===== config.mk =====
export PLATFORM = sky130hd
export DESIGN_NAME = hps_mem_bridge_flat
export DESIGN_NICKNAME = d
export VERILOG_FILES = /design/src/rtl/hps_mem_bridge_pkg.sv /design/src/rtl/hps_mem_bridge_if.sv /design/src/rtl/hps_bridge_regs.sv /design/src/rtl/hps_mem_bridge.sv /design/src/flat_wrapper.sv
export SDC_FILE = /design/constraint.sdc
export NUM_CORES = 1
export LEC_CHECK = 0
export BUFFER_PORTS_ARGS = -buffer_cell sky130_fd_sc_hd__buf_4
export CAP_MARGIN = 40
export CORE_ASPECT_RATIO = 1.2
export CORE_MARGIN = 4
export CORE_UTILIZATION = 52
export CTS_CLUSTER_SIZE = 30
export DETAILED_ROUTE_END_ITERATION = 6
export PLACE_DENSITY_LB_ADDON = 0.05
export SLEW_MARGIN = 20
export SYNTH_ARGS = -nofsm -noshare
export SYNTH_HDL_FRONTEND = slang
export SYNTH_HIERARCHICAL = 1
export SYNTH_SLANG_ARGS = --single-unit
export TNS_END_PERCENT = 1

===== constraint.sdc =====
create_clock -name clock -period 3.7 [get_ports clock]
set_input_delay 0.74 -clock clock [delete_from_list [all_inputs] [get_ports clock]]
set_output_delay 0.74 -clock clock [all_outputs]
set_load 0.005 [all_outputs]

===== src/rtl/hps_mem_bridge_pkg.sv =====
// hps_mem_bridge_pkg
// Shared definitions for the HPS memory bridge:
//   - state_e           : bridge FSM states
//   - REGION_BIT        : address bit selecting memory (0) or local registers (1)
//   - OFF_*             : local register word offsets (address[3:2])
//   - ERR_DATA_DEFAULT  : read data returned when a memory access times out
package hps_mem_bridge_pkg;

    typedef enum logic [1:0] {
        ST_IDLE = 2'd0,
        ST_MEM  = 2'd1,
        ST_REG  = 2'd2,
        ST_ACK  = 2'd3
    } state_e;

    localparam int REGION_BIT = 23;

    localparam logic [1:0] OFF_CTRL          = 2'd0;
    localparam logic [1:0] OFF_MBOX_TO_CPU   = 2'd1;
    localparam logic [1:0] OFF_MBOX_FROM_CPU = 2'd2;
    localparam logic [1:0] OFF_STATUS        = 2'd3;

    localparam logic [31:0] ERR_DATA_DEFAULT = 32'hDEADBEEF;

endpackage


===== src/rtl/hps_mem_bridge_if.sv =====
// hps_mem_bridge_if
// HPS lightweight Avalon conduit between the HPS (master) and the bridge (slave).
//   avalon_address      24  byte address, bit 23 selects memory/registers
//   avalon_byte_enable   4  byte lanes
//   avalon_read/write    1  request levels, held until acknowledge
//   avalon_write_data   32  write data
//   avalon_acknowledge   1  one-cycle completion pulse
//   avalon_read_data    32  valid only while acknowledge is high
interface hps_mem_bridge_if;
    logic [23:0] avalon_address;
    logic [3:0]  avalon_byte_enable;
    logic        avalon_read;
    logic        avalon_write;
    logic [31:0] avalon_write_data;
    logic        avalon_acknowledge;
    logic [31:0] avalon_read_data;

    modport master (
        output avalon_address, avalon_byte_enable, avalon_read, avalon_write,
               avalon_write_data,
        input  avalon_acknowledge, avalon_read_data
    );

    modport slave (
        input  avalon_address, avalon_byte_enable, avalon_read, avalon_write,
               avalon_write_data,
        output avalon_acknowledge, avalon_read_data
    );
endinterface


===== src/rtl/hps_bridge_regs.sv =====
// hps_bridge_regs
// Local register file of the HPS bridge: CTRL (cpu_hold), HPS->CPU mailbox,
// CPU->HPS mailbox (read-only) and STATUS (sticky timeout W1C, hold mirror).
// Ports:
//   clock, resetn        clock, synchronous active-low reset
//   access_i             one-cycle register access strobe
//   write_i              access is a write
//   offset_ok_i          address[22:4] is zero (decoded register window)
//   offset_i             word offset address[3:2]
//   be_i, wdata_i        byte enables and write data
//   timeout_set_i        sets the sticky STATUS.timeout bit
//   mbox_from_cpu_i      CPU->HPS mailbox value
//   rdata_o              combinational read data for the addressed register
//   cpu_hold_o           CTRL[0]
//   mbox_to_cpu_o        HPS->CPU mailbox
module hps_bridge_regs
    import hps_mem_bridge_pkg::*;
(
    input  logic        clock,
    input  logic        resetn,
    input  logic        access_i,
    input  logic        write_i,
    input  logic        offset_ok_i,
    input  logic [1:0]  offset_i,
    input  logic [3:0]  be_i,
    input  logic [31:0] wdata_i,
    input  logic        timeout_set_i,
    input  logic [31:0] mbox_from_cpu_i,
    output logic [31:0] rdata_o,
    output logic        cpu_hold_o,
    output logic [31:0] mbox_to_cpu_o
);
    logic        hold_q, hold_d;
    logic [31:0] mbox_q, mbox_d;
    logic        timeout_q, timeout_d;
    logic        wr_en;

    assign wr_en = access_i && write_i && offset_ok_i;

    always_comb begin
        hold_d    = hold_q;
        mbox_d    = mbox_q;
        timeout_d = timeout_q;
        if (wr_en) begin
            case (offset_i)
                OFF_CTRL: begin
                    if (be_i[0]) hold_d = wdata_i[0];
                end
                OFF_MBOX_TO_CPU: begin
                    for (int i = 0; i < 4; i++) begin
                        if (be_i[i]) mbox_d[8*i +: 8] = wdata_i[8*i +: 8];
                    end
                end
                OFF_STATUS: begin
                    if (be_i[0] && wdata_i[0]) timeout_d = 1'b0;
                end
                default: ;
            endcase
        end
        // A new timeout event outranks a concurrent clear.
        if (timeout_set_i) timeout_d = 1'b1;
    end

    always_ff @(posedge clock) begin
        if (!resetn) begin
            hold_q    <= 1'b0;
            mbox_q    <= '0;
            timeout_q <= 1'b0;
        end else begin
            hold_q    <= hold_d;
            mbox_q    <= mbox_d;
            timeout_q <= timeout_d;
        end
    end

    always_comb begin
        rdata_o = '0;
        if (offset_ok_i) begin
            case (offset_i)
                OFF_CTRL:          rdata_o = {31'b0, hold_q};
                OFF_MBOX_TO_CPU:   rdata_o = mbox_q;
                OFF_MBOX_FROM_CPU: rdata_o = mbox_from_cpu_i;
                OFF_STATUS:        rdata_o = {30'b0, hold_q, timeout_q};
                default:           rdata_o = '0;
            endcase
        end
    end

    assign cpu_hold_o    = hold_q;
    assign mbox_to_cpu_o = mbox_q;
endmodule


===== src/rtl/hps_mem_bridge.sv =====
// hps_mem_bridge
// Slave bridge from the HPS Avalon conduit to the data memory and local
// control registers. One acknowledge pulse per transfer.
// Optional feature macro: HPS_BRIDGE_TIMEOUT_EN (memory wait timeout).
// Ports:
//   clock, resetn                 clock, synchronous active-low reset
//   avl                           Avalon conduit (slave modport)
//   mem_addr/be/wdata, mem_re/we  memory request, stable for the whole MEM phase
//   mem_rdata, mem_ready          memory response
//   cpu_hold                      CTRL[0], stalls the CPU
//   mbox_to_cpu, mbox_from_cpu    mailboxes
module hps_mem_bridge
    import hps_mem_bridge_pkg::*;
#(
    parameter int unsigned TIMEOUT_CYCLES = 255,
    parameter logic [31:0] ERR_DATA       = ERR_DATA_DEFAULT
) (
    input  logic            clock,
    input  logic            resetn,
    hps_mem_bridge_if.slave avl,
    output logic [20:0]     mem_addr,
    output logic [3:0]      mem_be,
    output logic [31:0]     mem_wdata,
    output logic            mem_re,
    output logic            mem_we,
    input  logic [31:0]     mem_rdata,
    input  logic            mem_ready,
    output logic            cpu_hold,
    output logic [31:0]     mbox_to_cpu,
    input  logic [31:0]     mbox_from_cpu
);
    state_e      state_q, state_d;
    logic [20:0] addr_q, addr_d;
    logic [3:0]  be_q, be_d;
    logic [31:0] wdata_q, wdata_d;
    logic        is_wr_q, is_wr_d;
    logic [31:0] rdata_q, rdata_d;
    logic        reg_access;
    logic        timeout_set;
    logic        offset_ok;
    logic [31:0] reg_rdata;
    logic        unused_addr;

`ifdef HPS_BRIDGE_TIMEOUT_EN
    localparam logic [7:0] TIMEOUT_LAST = 8'(TIMEOUT_CYCLES - 1);
    logic [7:0] wait_cnt_q, wait_cnt_d;
`else
    logic unused_cfg;
    assign unused_cfg = (TIMEOUT_CYCLES == 0) ^ (^ERR_DATA);
`endif

    assign unused_addr = ^avl.avalon_address[1:0];
    assign offset_ok   = (avl.avalon_address[22:4] == '0);

    always_comb begin
        state_d     = state_q;
        addr_d      = addr_q;
        be_d        = be_q;
        wdata_d     = wdata_q;
        is_wr_d     = is_wr_q;
        rdata_d     = rdata_q;
        reg_access  = 1'b0;
        timeout_set = 1'b0;
`ifdef HPS_BRIDGE_TIMEOUT_EN
        wait_cnt_d  = wait_cnt_q;
`endif
        case (state_q)
            ST_IDLE: begin
                if (avl.avalon_write || avl.avalon_read) begin
                    // Write wins when both request levels are high.
                    is_wr_d = avl.avalon_write;
                    if (avl.avalon_address[REGION_BIT]) begin
                        state_d = ST_REG;
                    end else begin
                        addr_d  = avl.avalon_address[22:2];
                        be_d    = avl.avalon_byte_enable;
                        wdata_d = avl.avalon_write_data;
                        state_d = ST_MEM;
`ifdef HPS_BRIDGE_TIMEOUT_EN
                        wait_cnt_d = '0;
`endif
                    end
                end
            end
            ST_MEM: begin
                if (mem_ready) begin
                    rdata_d = is_wr_q ? '0 : mem_rdata;
                    state_d = ST_ACK;
                end
`ifdef HPS_BRIDGE_TIMEOUT_EN
                else if (wait_cnt_q == TIMEOUT_LAST) begin
                    rdata_d     = ERR_DATA;
                    timeout_set = 1'b1;
                    state_d     = ST_ACK;
                end else begin
                    wait_cnt_d = wait_cnt_q + 8'd1;
                end
`endif
            end
            ST_REG: begin
                reg_access = 1'b1;
                rdata_d    = is_wr_q ? '0 : reg_rdata;
                state_d    = ST_ACK;
            end
            ST_ACK: begin
                state_d = ST_IDLE;
            end
            default: state_d = ST_IDLE;
        endcase
    end

    always_ff @(posedge clock) begin
        if (!resetn) begin
            state_q <= ST_IDLE;
            addr_q  <= '0;
            be_q    <= '0;
            wdata_q <= '0;
            is_wr_q <= 1'b0;
            rdata_q <= '0;
        end else begin
            state_q <= state_d;
            addr_q  <= addr_d;
            be_q    <= be_d;
            wdata_q <= wdata_d;
            is_wr_q <= is_wr_d;
            rdata_q <= rdata_d;
        end
    end

`ifdef HPS_BRIDGE_TIMEOUT_EN
    always_ff @(posedge clock) begin
        if (!resetn) wait_cnt_q <= '0;
        else         wait_cnt_q <= wait_cnt_d;
    end
`endif

    hps_bridge_regs u_regs (
        .clock           (clock),
        .resetn          (resetn),
        .access_i        (reg_access),
        .write_i         (is_wr_q),
        .offset_ok_i     (offset_ok),
        .offset_i        (avl.avalon_address[3:2]),
        .be_i            (avl.avalon_byte_enable),
        .wdata_i         (avl.avalon_write_data),
        .timeout_set_i   (timeout_set),
        .mbox_from_cpu_i (mbox_from_cpu),
        .rdata_o         (reg_rdata),
        .cpu_hold_o      (cpu_hold),
        .mbox_to_cpu_o   (mbox_to_cpu)
    );

    // Strobes are decoded from the state so they can never outlive MEM.
    assign mem_re    = (state_q == ST_MEM) && !is_wr_q;
    assign mem_we    = (state_q == ST_MEM) &&  is_wr_q;
    assign mem_addr  = addr_q;
    assign mem_be    = be_q;
    assign mem_wdata = wdata_q;

    assign avl.avalon_acknowledge = (state_q == ST_ACK);
    assign avl.avalon_read_data   = (state_q == ST_ACK) ? rdata_q : '0;
endmodule


===== src/flat_wrapper.sv =====
// flat-port wrapper written by rule: the top's interface ports become plain ports
module hps_mem_bridge_flat import hps_mem_bridge_pkg::*;
#(
    parameter int unsigned TIMEOUT_CYCLES = 255,
    parameter logic [31:0] ERR_DATA       = ERR_DATA_DEFAULT
)
  (clock, resetn, mem_addr, mem_be, mem_wdata, mem_re, mem_we, mem_rdata, mem_ready, cpu_hold, mbox_to_cpu, mbox_from_cpu, avl_avalon_address, avl_avalon_byte_enable, avl_avalon_read, avl_avalon_write, avl_avalon_write_data, avl_avalon_acknowledge, avl_avalon_read_data);
  hps_mem_bridge_if avl_i ();
  input  logic clock;
  input  logic resetn;
  output logic [20:0] mem_addr;
  output logic [3:0] mem_be;
  output logic [31:0] mem_wdata;
  output logic mem_re;
  output logic mem_we;
  input  logic [31:0] mem_rdata;
  input  logic mem_ready;
  output logic cpu_hold;
  output logic [31:0] mbox_to_cpu;
  input  logic [31:0] mbox_from_cpu;
  input wire logic [$bits(avl_i.avalon_address)-1:0] avl_avalon_address;
  input wire logic [$bits(avl_i.avalon_byte_enable)-1:0] avl_avalon_byte_enable;
  input wire logic [$bits(avl_i.avalon_read)-1:0] avl_avalon_read;
  input wire logic [$bits(avl_i.avalon_write)-1:0] avl_avalon_write;
  input wire logic [$bits(avl_i.avalon_write_data)-1:0] avl_avalon_write_data;
  output wire logic [$bits(avl_i.avalon_acknowledge)-1:0] avl_avalon_acknowledge;
  output wire logic [$bits(avl_i.avalon_read_data)-1:0] avl_avalon_read_data;
  assign avl_i.avalon_address = avl_avalon_address;
  assign avl_i.avalon_byte_enable = avl_avalon_byte_enable;
  assign avl_i.avalon_read = avl_avalon_read;
  assign avl_i.avalon_write = avl_avalon_write;
  assign avl_i.avalon_write_data = avl_avalon_write_data;
  assign avl_avalon_acknowledge = avl_i.avalon_acknowledge;
  assign avl_avalon_read_data = avl_i.avalon_read_data;
  hps_mem_bridge #(.TIMEOUT_CYCLES(TIMEOUT_CYCLES), .ERR_DATA(ERR_DATA)) u_core (.clock(clock), .resetn(resetn), .avl(avl_i), .mem_addr(mem_addr), .mem_be(mem_be), .mem_wdata(mem_wdata), .mem_re(mem_re), .mem_we(mem_we), .mem_rdata(mem_rdata), .mem_ready(mem_ready), .cpu_hold(cpu_hold), .mbox_to_cpu(mbox_to_cpu), .mbox_from_cpu(mbox_from_cpu));
endmodule

======== Word level (Yosys, flattened, before mapping) ========
Index checks and enable logic that the tools add are counted.
Widths: inputs -> output; s select.
word-level totals
  output and inout bits ................... 125
  logic and storage cells ................. 51
  flip-flop bits (word level) ............. 125
  input bits .............................. 129
operators by class
  bitwise gates (word level) .............. 1
  reductions and logical operators ........ 19
  mux-type cells .......................... 12
  equality and inequality tests ........... 8
operator list
  operator            count
  $mux 32             5
  $pmux 32 s4         1
  $pmux 32 s2         1
  $logic_not 19->1    1
  $reduce_and 3->1    6
  $eq 2x2->1 const B  4
  $pmux 2 s4          1
  $mux 2              3
  $reduce_and 2->1    3
  $eq 2x1->1 const B  2
  $logic_and 1x1->1   4
  $logic_not 2->1     2
  $ne 2x1->1 const B  1
  $ne 2x2->1 const B  1
  $reduce_bool 2->1   1
  $logic_not 1->1     1
  $logic_or 1x1->1    1
  $mux 1              1
  $not 1->1           1

======== Depth between registers and ports, before layout ========
  depth after elaboration ................. 5
  mapped depth ............................ 8
  gate-level depth less buffers ........... 6

======== Modules after synthesis ========
Netlist, hierarchy kept.
by module, submodules not included
  module           sequential area each (sq um)  instances  cells each  area an instance (sq um)
  hps_mem_bridge   1841.8                        1          441         4161.5
  hps_bridge_regs  680.7                         1          230         1964.4

======== Worst setup path before layout ========
Ideal clock, no wire load.
  path type ............................... input port to flip-flop
  start ................................... in avl_avalon_address[22]
  end ..................................... reg u_core.u_regs.mbox_q[0], in the netlist u_core/u_regs/mbox_to_cpu_o[0]
  path slack .............................. 1.281 ns
  buffers on the path ..................... 1
  arrival time ............................ 2.347 ns
  data required time ...................... 3.628 ns
  stages on the path ...................... 7
  setup time .............................. 0.072 ns
  path through ............................ nor4_1 -> nand4_1 -> nor4_1 -> and3_1 -> and3_4 -> buf_8 -> mux2i_1
between the ends
  cells in the longest elaborated chain, start to end .. 3
RTL lines
  what                               RTL line               RTL
  start, declared                    flat_wrapper.sv:21     input wire logic [$bits(avl_i.avalon_address)-1:0] avl_avalon_address;
  $logic_not 19->1                   hps_mem_bridge.sv:53   assign offset_ok = (avl.avalon_address[22:4] == '0);
  via u_core.offset_ok               hps_mem_bridge.sv:40   logic offset_ok;
  $logic_and 1x1->1                  hps_bridge_regs.sv:38  assign wr_en = access_i && write_i && offset_ok_i;
  $reduce_and 3->1 (no source line)  n/a
  end signal, assigned               hps_bridge_regs.sv:71  mbox_q <= mbox_d;
  end, declared                      hps_bridge_regs.sv:34  logic [31:0] mbox_q, mbox_d;
The timed path passes the listed nets, and every way through them passes these cells.
A chain may end at the register's enable or synchronous reset.

======== Worst setup path after layout ========
  start ................................... reg u_core.state_q[1]
  end ..................................... out avl_avalon_read_data[15]
between the ends
  cells in the longest elaborated chain, start to end .. 2
RTL lines
  what                    RTL line               RTL
  start, declared         hps_mem_bridge.sv:32   state_e state_q, state_d;
  start signal, assigned  hps_mem_bridge.sv:121  state_q <= state_d;
  $eq 2x2->1              hps_mem_bridge.sv:161  assign avl.avalon_read_data = (state_q == ST_ACK) ? rdata_q : '0;
  $mux 32                 hps_mem_bridge.sv:161
  end, declared           flat_wrapper.sv:27     output wire logic [$bits(avl_i.avalon_read_data)-1:0] avl_avalon_read_data;
No other way between the ends.

==> results.py <==
metrics = {
    "run_status": {
        "run_status": "completed",
    },
    "final_layout": {
        "layout.nets": 1022,
        "drive_gt1_share_pct": 37.8,
        "fill_cells": 870,
        "fin_util_pct": 74.9,
        "n_antenna_cell": 0,
        "area_delta_synth_final_pct": 41.4,
        "fin_area_um2": 8660,
    },
    "detailed_routing": {
        "firstDrtPassIters": 5,
        "drt_iter0_drc": 440,
        "routed_wl_mm": 19.0,
        "vias": 5892,
        "wl_per_cell_um": 17.9,
        "vias_per_cell": 5.57,
        "ant_nets": 0,
        "drc": 0,
    },
    "cts": {
        "clk_pin_slew_ns": 0.06,
        "cts.repair.resized": 0,
        "cts_tree": "done",
        "hold_buffers": 0,
        "clock-root-buffer": "clkbuf_16",
        "postCtsSetupBuffers": 0,
        "ctsLongestPathBuffers": 2,
        "clock_sinks": 126,
        "cts_buffers": 17,
        "htreeDepth": 4,
        "clk_latency_ns": 0.40,
    },
    "synthesis": {
        "synth_warnings": 6,
        "avgSynthCellArea_um2": 9.13,
        "syn_area_um2": 6130,
        "synth_edf_count": 0,
        "synthCells": 671,
        "synth_nets": 805,
        "async_flop_share_pct": 0,
        "ys_seq_area_share_pct": 41.2,
        "ys_ff_latch": 126,
        "synthFlopType": "dfxtp_1",
        "synth.distinct_cells": 39,
    },
    "pwr": {
        "seq_power_share_pct": 35.5,
        "p_comb_share_pct": 28.6,
        "leakage_uw": 0.00353,
        "netSwitchingFraction_pct": 30.9,
        "switching_power_uw": 1460,
        "powerDensity_nw_per_um2": 548,
        "clockPowerShare_pct": 35.9,
        "p_int_uw": 3280,
        "vdd_drop_max_uv": 351,
    },
    "sta": {
        "finClkSkew_ns": 0.00686,
        "whs_ns": 0.465,
        "slew_headroom_pct": 59.6,
        "fmax_mhz": 396,
        "grt_setup_unrepaired": "false",
        "hold_violations": 0,
        "fin_ws_ns": 1.18,
        "final-setup-viol-count": 0,
        "drv_slew": 0,
        "worst_slew_pin_slew_ns": 0.606,
        "setup-tns-final_ns": 0,
        "finalCritPeriodShare_pct": 68.2,
        "fin_crit_ns": 2.52,
    },
    "worst_setup_path": {
        "crit_fanout": 21,
        "reg2regPathDepth": 6,
        "worstReg2RegEnd": "u_core/u_regs/mbox_to_cpu_o[16]",
        "max_stage_delay_ns": 0.47,
        "cp-end-kind": "output pin",
        "path_class": "reg -> out",
        "r2r_setup_slack_ns": 1.61,
        "cp_cell_sequence": "ha_1 > buf_8 > and2_1 > buf_4",
        "endpoint": "avl_avalon_read_data[15]",
        "crit_arrival_ns": 1.78,
        "r2r_start": "u_core/state_q[0]",
        "critPathRequiredTime_ns": 2.96,
        "slowest_stage": "ha_1",
        "startpoint_type": "flop",
        "critPathLaunch": "u_core/state_q[1]",
    },
    "global_route": {
        "grt_max_degree": 61,
        "grt_pass1_vias": 5816,
        "grt.total_usage_pct": 27.3,
        "grt_overflow": 0,
        "grt_pass1_wl_mm": 29.7,
        "antenna_found_initial": 0,
    },
    "placement": {
        "port_buffers": 251,
        "dp.final_hpwl_mm": 13.8,
        "dp_slack_ns": 0.792,
        "post_dp_cell_area_um2": 8040,
        "gp_congestion": 0.858,
    },
    "floorplan": {
        "die_y_um": 127,
        "ios": 254,
        "num_rows": 43,
        "start_util_pct": 53.0,
        "dieArea_um2": 13600,
        "die_x_um": 107,
        "coreArea_um2": 11600,
    },
    "worst_hold_path": {
        "min_path_type": "reg -> reg",
    },
    "run": {
        "maxCapViolations": 0,
    },
}
[how the worst min path moves through the flow]
| stage | startpoint | to | slack [ns] | depth (start not counted) |
|---|---|---|---|---|
| after global placement | u_core/rdata_q[31] | u_core/rdata_q[31] | 0.44 | 1 |
| after global routing | u_core/rdata_q[26] | u_core/rdata_q[26] | 0.48 | 1 |
| after floorplan | u_core/rdata_q[0] | u_core/rdata_q[0] | 0.42 | 1 |
| after CTS | u_core/rdata_q[31] | u_core/rdata_q[31] | 0.47 | 1 |
| after detailed placement | u_core/rdata_q[31] | u_core/rdata_q[31] | 0.45 | 1 |
| final | u_core/rdata_q[26] | u_core/rdata_q[26] | 0.47 | 1 |
[synthesized netlist by cell type (all sizes together), types with 2 or more instances]
library cell / n / share of area (%)
nand2: 68 / 4.2
nand2b: 3 / 0.31
mux2i: 65 / 11
o2bb2ai: 32 / 7.6
ha: 5 / 1.0
a22oi: 32 / 3.9
nand3: 58 / 4.7
buf: 34 / 4.0
inv: 3 / 0.18
clkbuf: 32 / 2.0
dfxtp: 126 / 41
nand4: 2 / 0.20
and2: 36 / 3.7
and3: 5 / 0.84
nor2: 2 / 0.12
nor4: 5 / 0.51
a311oi: 2 / 0.29
a21oi: 59 / 4.8
nor2b: 34 / 3.5
o21ai: 57 / 4.7
[metal layers]
layer  vias to the layer above  part of all wire, %  track usage, %
li1                       2835                    -               -
met1                      2767                   41            33.7
met2                       255                   49            45.5
met3                        35                  7.4            6.82
met4                         0                  2.8            10.8
met5                         -                    0               0
[registers in the layout, summed over array words and instances (netlist names)]
name,flops
u_core/mem_wdata,32
u_core/rdata_q,32
u_core/u_regs/mbox_to_cpu_o,32
u_core/mem_addr,21
u_core/mem_be,4
u_core/state_q,2
u_core/is_wr_q,1
u_core/u_regs/cpu_hold_o,1
u_core/u_regs/timeout_q,1
[critical path, delay by kind of cell, from the launching register on]
kind / cells / cell delay (ns)
flip-flops: 1 / 0.39
buffers and inverters: 2 / 0.34
adder cells (fa/ha/maj): 1 / 0.47
AND/OR/NAND/NOR: 1 / 0.17
[power groups by stage]
stage	sequential (µW)	combinational, µW	clock, µW
2_1_floorplan	1690	869	0
3_3_place_gp	1700	1250	0
3_5_place_dp	1710	1350	0
4_1_cts	1680	1360	1730
5_1_grt	1710	1470	1780
6_report	1690	1360	1700
[metrics by stage]
step	power, µW	std cells
2_1_floorplan	2560	671
3_3_place_gp	2940	1021
6_report	4740	1058
5_1_grt	4970	1058
4_1_cts	4770	1058
3_5_place_dp	3060	1026
[placed cells by master, fill, tap and decap left out, types with 3 or more instances in the layout]
cell        synthesis  routed
buf_4               4     259
o21ai_1            50      50
a22oi_1            32      32
o21ai_0             7       7
mux2i_1            65      65
ha_1                5       4
clkbuf_16           0      17
nor2b_1            33      32
and2_1             36      35
nor4_1              5       4
o2bb2ai_2          30      30
a21oi_1            59      59
clkinvlp_4          0       4
bufinv_16           0       3
dfxtp_1           126     126
and3_4              4       4
nand2_1            68      68
clkinv_4            0       4
nand3_1            58      58
[cell families after synthesis]
logic type / after synthesis / synth area share [%]
AOI/OAI and AO/OA: 185 / 21.7
adders and majority gates: 5 / 1.02
buffers and inverters: 69 / 6.11
DFF: 126 / 41.2
muxes: 67 / 11.2
other: 1 / 0.0612
and+or+nand+nor: 218 / 18.7
[area by class of cell]
cell class	count	area (µm²)	share of cell area [%]
clock buffers	19	453	5.23
clock inverters	13	165	1.91
inverters	3	11.3	0.130
multi-input cells	476	3260	37.6
flip-flops and latches	126	2520	29.1
well taps	157	196	2.27
repair buffers	264	2050	23.7
Power figures use the tool's default switching activity.
